### src/rtl/cnn_stream_loader.sv
// rtl/cnn_stream_loader.sv - host-to-DNN sequencer: weight rows, then pixels, then wait for done
module cnn_stream_loader #(
    parameter int BitSize       = 4,
    parameter int ImageWidth    = 8,
    parameter int M_W_BitSize   = 4,
    parameter int MaxNumNerves  = 3,
    parameter int WeightRows    = 7,
    parameter int FrameCntWidth = 8,
    parameter int DrainTimeout  = 1024
) (
    input  logic                              clk,
    input  logic                              res,
    input  logic                              start,
    input  logic                              abort,
    input  logic [FrameCntWidth-1:0]          cfg_frames,
    input  logic                              cfg_reload,
    input  logic                              w_valid,
    output logic                              w_ready,
    input  logic [MaxNumNerves*M_W_BitSize-1:0] w_data,
    input  logic                              p_valid,
    output logic                              p_ready,
    input  logic [BitSize-1:0]                p_data,
    input  logic                              top_ready,
    input  logic                              dnn_done,
    output logic [MaxNumNerves*M_W_BitSize-1:0] out_weights,
    output logic                              out_w_valid,
    output logic [BitSize-1:0]                out_pix_data,
    output logic                              out_pix_valid,
    output logic                              busy,
    output logic                              frame_done,
    output logic                              err
);
    localparam int WW   = MaxNumNerves * M_W_BitSize;
    localparam int NPix = ImageWidth * ImageWidth;
    localparam int RW   = (WeightRows > 1) ? $clog2(WeightRows) : 1;
    localparam int PW   = (NPix > 1) ? $clog2(NPix) : 1;
    localparam int DW   = (DrainTimeout > 1) ? $clog2(DrainTimeout) : 1;
    localparam logic [RW-1:0] LastRow = RW'(WeightRows - 1);
    localparam logic [PW-1:0] LastPix = PW'(NPix - 1);
    localparam logic [DW-1:0] LastWd  = DW'(DrainTimeout - 1);

    typedef enum logic [1:0] {IDLE, LOAD_W, STREAM, DRAIN} state_t;

    state_t                   state_q;
    logic [RW-1:0]            row_cnt_q;
    logic [PW-1:0]            pix_cnt_q;
    logic [DW-1:0]            wdog_q;
    logic [FrameCntWidth-1:0] frame_cnt_q;
    logic [FrameCntWidth-1:0] frames_q;
    logic                     reload_q;
    logic                     err_q;
    logic                     frame_done_q;
    logic [WW-1:0]            out_weights_q;
    logic                     out_w_valid_q;
    logic [BitSize-1:0]       out_pix_data_q;
    logic                     out_pix_valid_q;

    logic   last_frame;
    logic   drain_end;
    state_t after_frame;

    // Readies are combinational so top_ready reaches the host in the same cycle.
    assign w_ready = (state_q == LOAD_W) && !abort;
    assign p_ready = (state_q == STREAM) && top_ready && !abort;

    assign last_frame  = (frame_cnt_q == frames_q - FrameCntWidth'(1));
    assign drain_end   = dnn_done || (wdog_q == LastWd);
    assign after_frame = last_frame ? IDLE : (reload_q ? LOAD_W : STREAM);

    always_ff @(posedge clk or posedge res) begin
        if (res) begin
            state_q         <= IDLE;
            row_cnt_q       <= '0;
            pix_cnt_q       <= '0;
            wdog_q          <= '0;
            frame_cnt_q     <= '0;
            frames_q        <= '0;
            reload_q        <= 1'b0;
            err_q           <= 1'b0;
            frame_done_q    <= 1'b0;
            out_weights_q   <= '0;
            out_w_valid_q   <= 1'b0;
            out_pix_data_q  <= '0;
            out_pix_valid_q <= 1'b0;
        end else begin
            out_w_valid_q   <= 1'b0;
            out_pix_valid_q <= 1'b0;
            frame_done_q    <= 1'b0;
            if (abort) begin
                state_q     <= IDLE;
                row_cnt_q   <= '0;
                pix_cnt_q   <= '0;
                wdog_q      <= '0;
                frame_cnt_q <= '0;
            end else begin
                case (state_q)
                    IDLE: begin
                        if (start) begin
                            frames_q    <= (cfg_frames == '0) ? FrameCntWidth'(1) : cfg_frames;
                            reload_q    <= cfg_reload;
                            err_q       <= 1'b0;
                            row_cnt_q   <= '0;
                            pix_cnt_q   <= '0;
                            wdog_q      <= '0;
                            frame_cnt_q <= '0;
                            state_q     <= LOAD_W;
                        end
                    end
                    LOAD_W: begin
                        if (w_valid) begin
                            out_weights_q <= w_data;
                            out_w_valid_q <= 1'b1;
                            if (row_cnt_q == LastRow) begin
                                row_cnt_q <= '0;
                                state_q   <= STREAM;
                            end else begin
                                row_cnt_q <= row_cnt_q + RW'(1);
                            end
                        end
                    end
                    STREAM: begin
                        if (p_valid && top_ready) begin
                            out_pix_data_q  <= p_data;
                            out_pix_valid_q <= 1'b1;
                            if (pix_cnt_q == LastPix) begin
                                pix_cnt_q <= '0;
                                wdog_q    <= '0;
                                state_q   <= DRAIN;
                            end else begin
                                pix_cnt_q <= pix_cnt_q + PW'(1);
                            end
                        end
                    end
                    DRAIN: begin
                        // A done arriving on the watchdog's last cycle still counts as done.
                        if (drain_end) begin
                            frame_done_q <= 1'b1;
                            if (!dnn_done) err_q <= 1'b1;
                            frame_cnt_q  <= last_frame ? '0 : frame_cnt_q + FrameCntWidth'(1);
                            wdog_q       <= '0;
                            state_q      <= after_frame;
                        end else begin
                            wdog_q <= wdog_q + DW'(1);
                        end
                    end
                    default: state_q <= IDLE;
                endcase
            end
        end
    end

    assign out_weights   = out_weights_q;
    assign out_w_valid   = out_w_valid_q;
    assign out_pix_data  = out_pix_data_q;
    assign out_pix_valid = out_pix_valid_q;
    assign frame_done    = frame_done_q;
    assign err           = err_q;
    assign busy          = (state_q != IDLE);
endmodule
### config.mk
export PLATFORM = sky130hd
export DESIGN_NAME = cnn_stream_loader
export DESIGN_NICKNAME = d
export VERILOG_FILES = /design/src/rtl/cnn_stream_loader.sv
export SDC_FILE = /design/constraint.sdc
export NUM_CORES = 1
export LEC_CHECK = 0
export CAP_MARGIN = 20
export CORE_ASPECT_RATIO = 0.5
export CORE_MARGIN = 2
export CORE_UTILIZATION = 25
export DETAILED_ROUTE_END_ITERATION = 8
export PLACE_DENSITY = 0.46
export SLEW_MARGIN = 20
export SYNTH_ARGS = -nofsm -noshare
export SYNTH_HDL_FRONTEND = slang
export SYNTH_SLANG_ARGS = --single-unit
### constraint.sdc
create_clock -name clk -period 2.7 [get_ports clk]
set_clock_uncertainty 0.15 [all_clocks]
set_input_delay 0.54 -clock clk [delete_from_list [all_inputs] [get_ports clk]]
set_output_delay 0.54 -clock clk [all_outputs]
set_load 0.02 [all_outputs]
==> flow_summary.ini <==
[logic_synthesis]
synth_top_area_cell = dfrtp_1
ys.flop_type = dfrtp_1
ys.warnings.count = 0
synth_top_area_share_pct = 46.38
ys_top_cells_by_count = 58 x dfrtp_1, 31 x o21ai_0, 27 x nand2_1
ys_seq_area_share_pct = 46.38
synthTopCellsByArea = dfrtp_1 46%, mux2_2 8.6%, o21ai_0 5.0%
yosys_register_bits = 58
synth_edf_count = 0
async_flop_share_pct = 100.0
syn_area_sq_mm = 0.003129
synthCells = 312
yosysMostFrequentCell = dfrtp_1
synth_fp_nets = 354
avgSynthCellArea_sq_um = 10.03
synth_cell_types = 52

[sta]
final.setup.tns_ns = 0
drv_slew = 0
max_slew_margin_pct = 63.34
rsz0062_at_grt = false
max_freq_ghz = 0.3968
setup_slack_ns = 0.1800
period_minus_slack_ns = 2.520
worst_slew_pin_slew_ns = 0.5479
setup_viol = 0
min_period_over_period_pct = 93.33
hold_violations = 0

[clock_tree]
post_cts_buffers = 0
cts_tree = yes
cts-root-buf = clkbuf_16
clkTransAtPathRegs_ns = 0.05
clock_path_buffers = 2
clk_latency_ns = 0.32
cts_buffers = 9
ctsHtreeMaxLevel = 3
cts_sinks = 58
hold_buffers = 0

[job]
cap_violations = 0

[setup_path]
cp.arrival_ns = 1.83
worstSetupPathType = reg2out
reg2reg_to = state_q[0]$_DFFE_PP0P_
ff2ff_setup_slack_ns = 0.21
required_ns = 2.01
cp_max_fo = 6
start_kind = register
r2r-start = frames_q[0]$_DFFE_PP0P_
critPathCaptureType = output port
r2r_cells = 8

[power]
internal_power_mw = 2.608
peakVddDrop_v = 0.0003196
p_comb_share_pct = 38.1
leakage_nw = 1.796
swShare_pct = 34.56
p_per_area_mw_per_mm2 = 949.3
power_mw = 3.985
p_switching_mw = 1.377
p_seq_share_pct = 33.0
clkPwrFrac_pct = 29.0

[hold_path]
hold-path-endpoint = pix_cnt_q[5]$_DFFE_PP0P_
hp-class = reg2reg
hold_depth = 1
min_from = pix_cnt_q[5]$_DFFE_PP0P_

[floorplan]
io_pins = 56
die_w_microns = 162.2
fp.dieArea_sq_mm = 0.01348
core-area_sq_mm = 0.01202
die_y_microns = 83.11
std_cell_rows = 28
initial_core_util_pct = 26.04

[drt]
wirelength_microns = 7642
vias_per_cell = 4.661
antenna_left = 0
drt-initial-drc-count = 123
dr.pass1.iters = 4
post-route-drc-count = 0
vias = 2554
routedWlPerCell_microns = 13.95

[placed_design]
gp_congestion = 0.7540
post-place-ws_ns = 0.04834
dpl.hpwl_microns = 5826
place.port_buffers = 55

[global_route]
grt_usage_pct = 12.35
antenna_found_initial = 0
grt_pass1_wl_microns = 13280
grt_start_max_net_pins = 27
grt_pass1_vias = 2707
grt_overflow_total = 0

[final_layout]
num_antenna_cells = 0
fin_util_pct = 34.93
area_growth_pct = 34.15
drive_gt1_share_pct = 15.67
final_nets = 420
fillers = 1208

[status]
run_status = complete, no violations
[through the flow]
stage	std cells	hold WS [ns]	cell area, sq um
after global placement	532	0.3223	3891
after global routing	548	0.3633	4198
after CTS	548	0.3359	4197
after detailed placement	532	0.3233	3891
final	548	0.3391	4198
after floorplan	312	0.2949	3129
[worst max-delay path, stage by stage (launching register included)]
cell             delay, ns
dfrtp_1               0.43
inv_1                 0.12
ha_1                  0.21
nand2b_1              0.09
inv_1                 0.07
clkdlybuf4s50_1       0.60
[routing by layer]
metal	vias to the layer above	part of all wire [%]	track usage, %
li1	1256	-	-
met2	24	50	20.74
met3	5	2.6	3.746
met5	-	0	0
met4	0	0.93	4.103
met1	1269	47	15.15
[worst max-delay path by stage]
stage,start,endpoint,cells past startpoint
CTS,state_q[1]$_DFFE_PP0P_,w_ready,5
global route,frames_q[0]$_DFFE_PP0P_,state_q[0]$_DFFE_PP0P_,8
finish,state_q[1]$_DFFE_PP0P_,w_ready,5
floorplan,frames_q[0]$_DFFE_PP0P_,state_q[0]$_DFFE_PP0P_,10
detailed placement,abort,p_ready,4
global placement,abort,p_ready,4
[cell type report]
class / instances / area [sq um] / area share, %
flip-flops and latches: 58 / 1451 / 34.58
multi-input cells: 227 / 1533 / 36.51
clock buffers: 12 / 256.5 / 6.110
clock inverters: 4 / 50.05 / 1.192
inverters: 17 / 63.81 / 1.520
well taps: 165 / 206.4 / 4.918
repair buffers: 65 / 636.9 / 15.17
[power groups by stage]
stage	Combinational, mW	Sequential, mW	Clock (mW)
2_1_floorplan	0.780	1.45	0
3_3_place_gp	1.49	1.32	0
3_5_place_dp	1.52	1.33	0
4_1_cts	1.53	1.32	1.19
5_1_grt	1.66	1.36	1.24
6_report	1.52	1.31	1.15
[state kept, by name, summed over array words and instances, names as in the netlist, 2 cells and up]
name / flops
state_q: 2
wdog_q: 10
pix_cnt_q: 6
row_cnt_q: 3
out_pix_data: 4
out_weights: 12
frame_cnt_q: 8
frames_q: 8
[kinds of logic (layout without fill, tap and decap cells)]
group,count (synthesis),after routing,synth area share [%]
flip-flops,58,58,46.38
AND/OR/NAND/NOR,107,107,18.15
buffers and inverters,27,98,4.678
AO/OA/AOI/OAI,76,76,15.39
multiplexers,26,26,9.276
adder cells (fa/ha/maj),9,9,3.599
XOR/XNOR,9,9,2.519
[timing repair]
action                                  CTS  global route
gates resized for setup                   1             1
gates cloned                              0             0
endpoints found under the setup margin    1             1
[cell usage in the layout, fill, tap and decap left out, drive strengths merged, types with 9 or more instances in the layout]
master         count
a21oi             12
buf               10
clkbuf            12
clkdlybuf4s50     54
dfrtp             58
ha                 9
inv               17
mux2              24
nand2             27
nand3             10
nor2              19
nor3              10
o21ai             32
No activity file was read; power rests on OpenSTA's default activity.
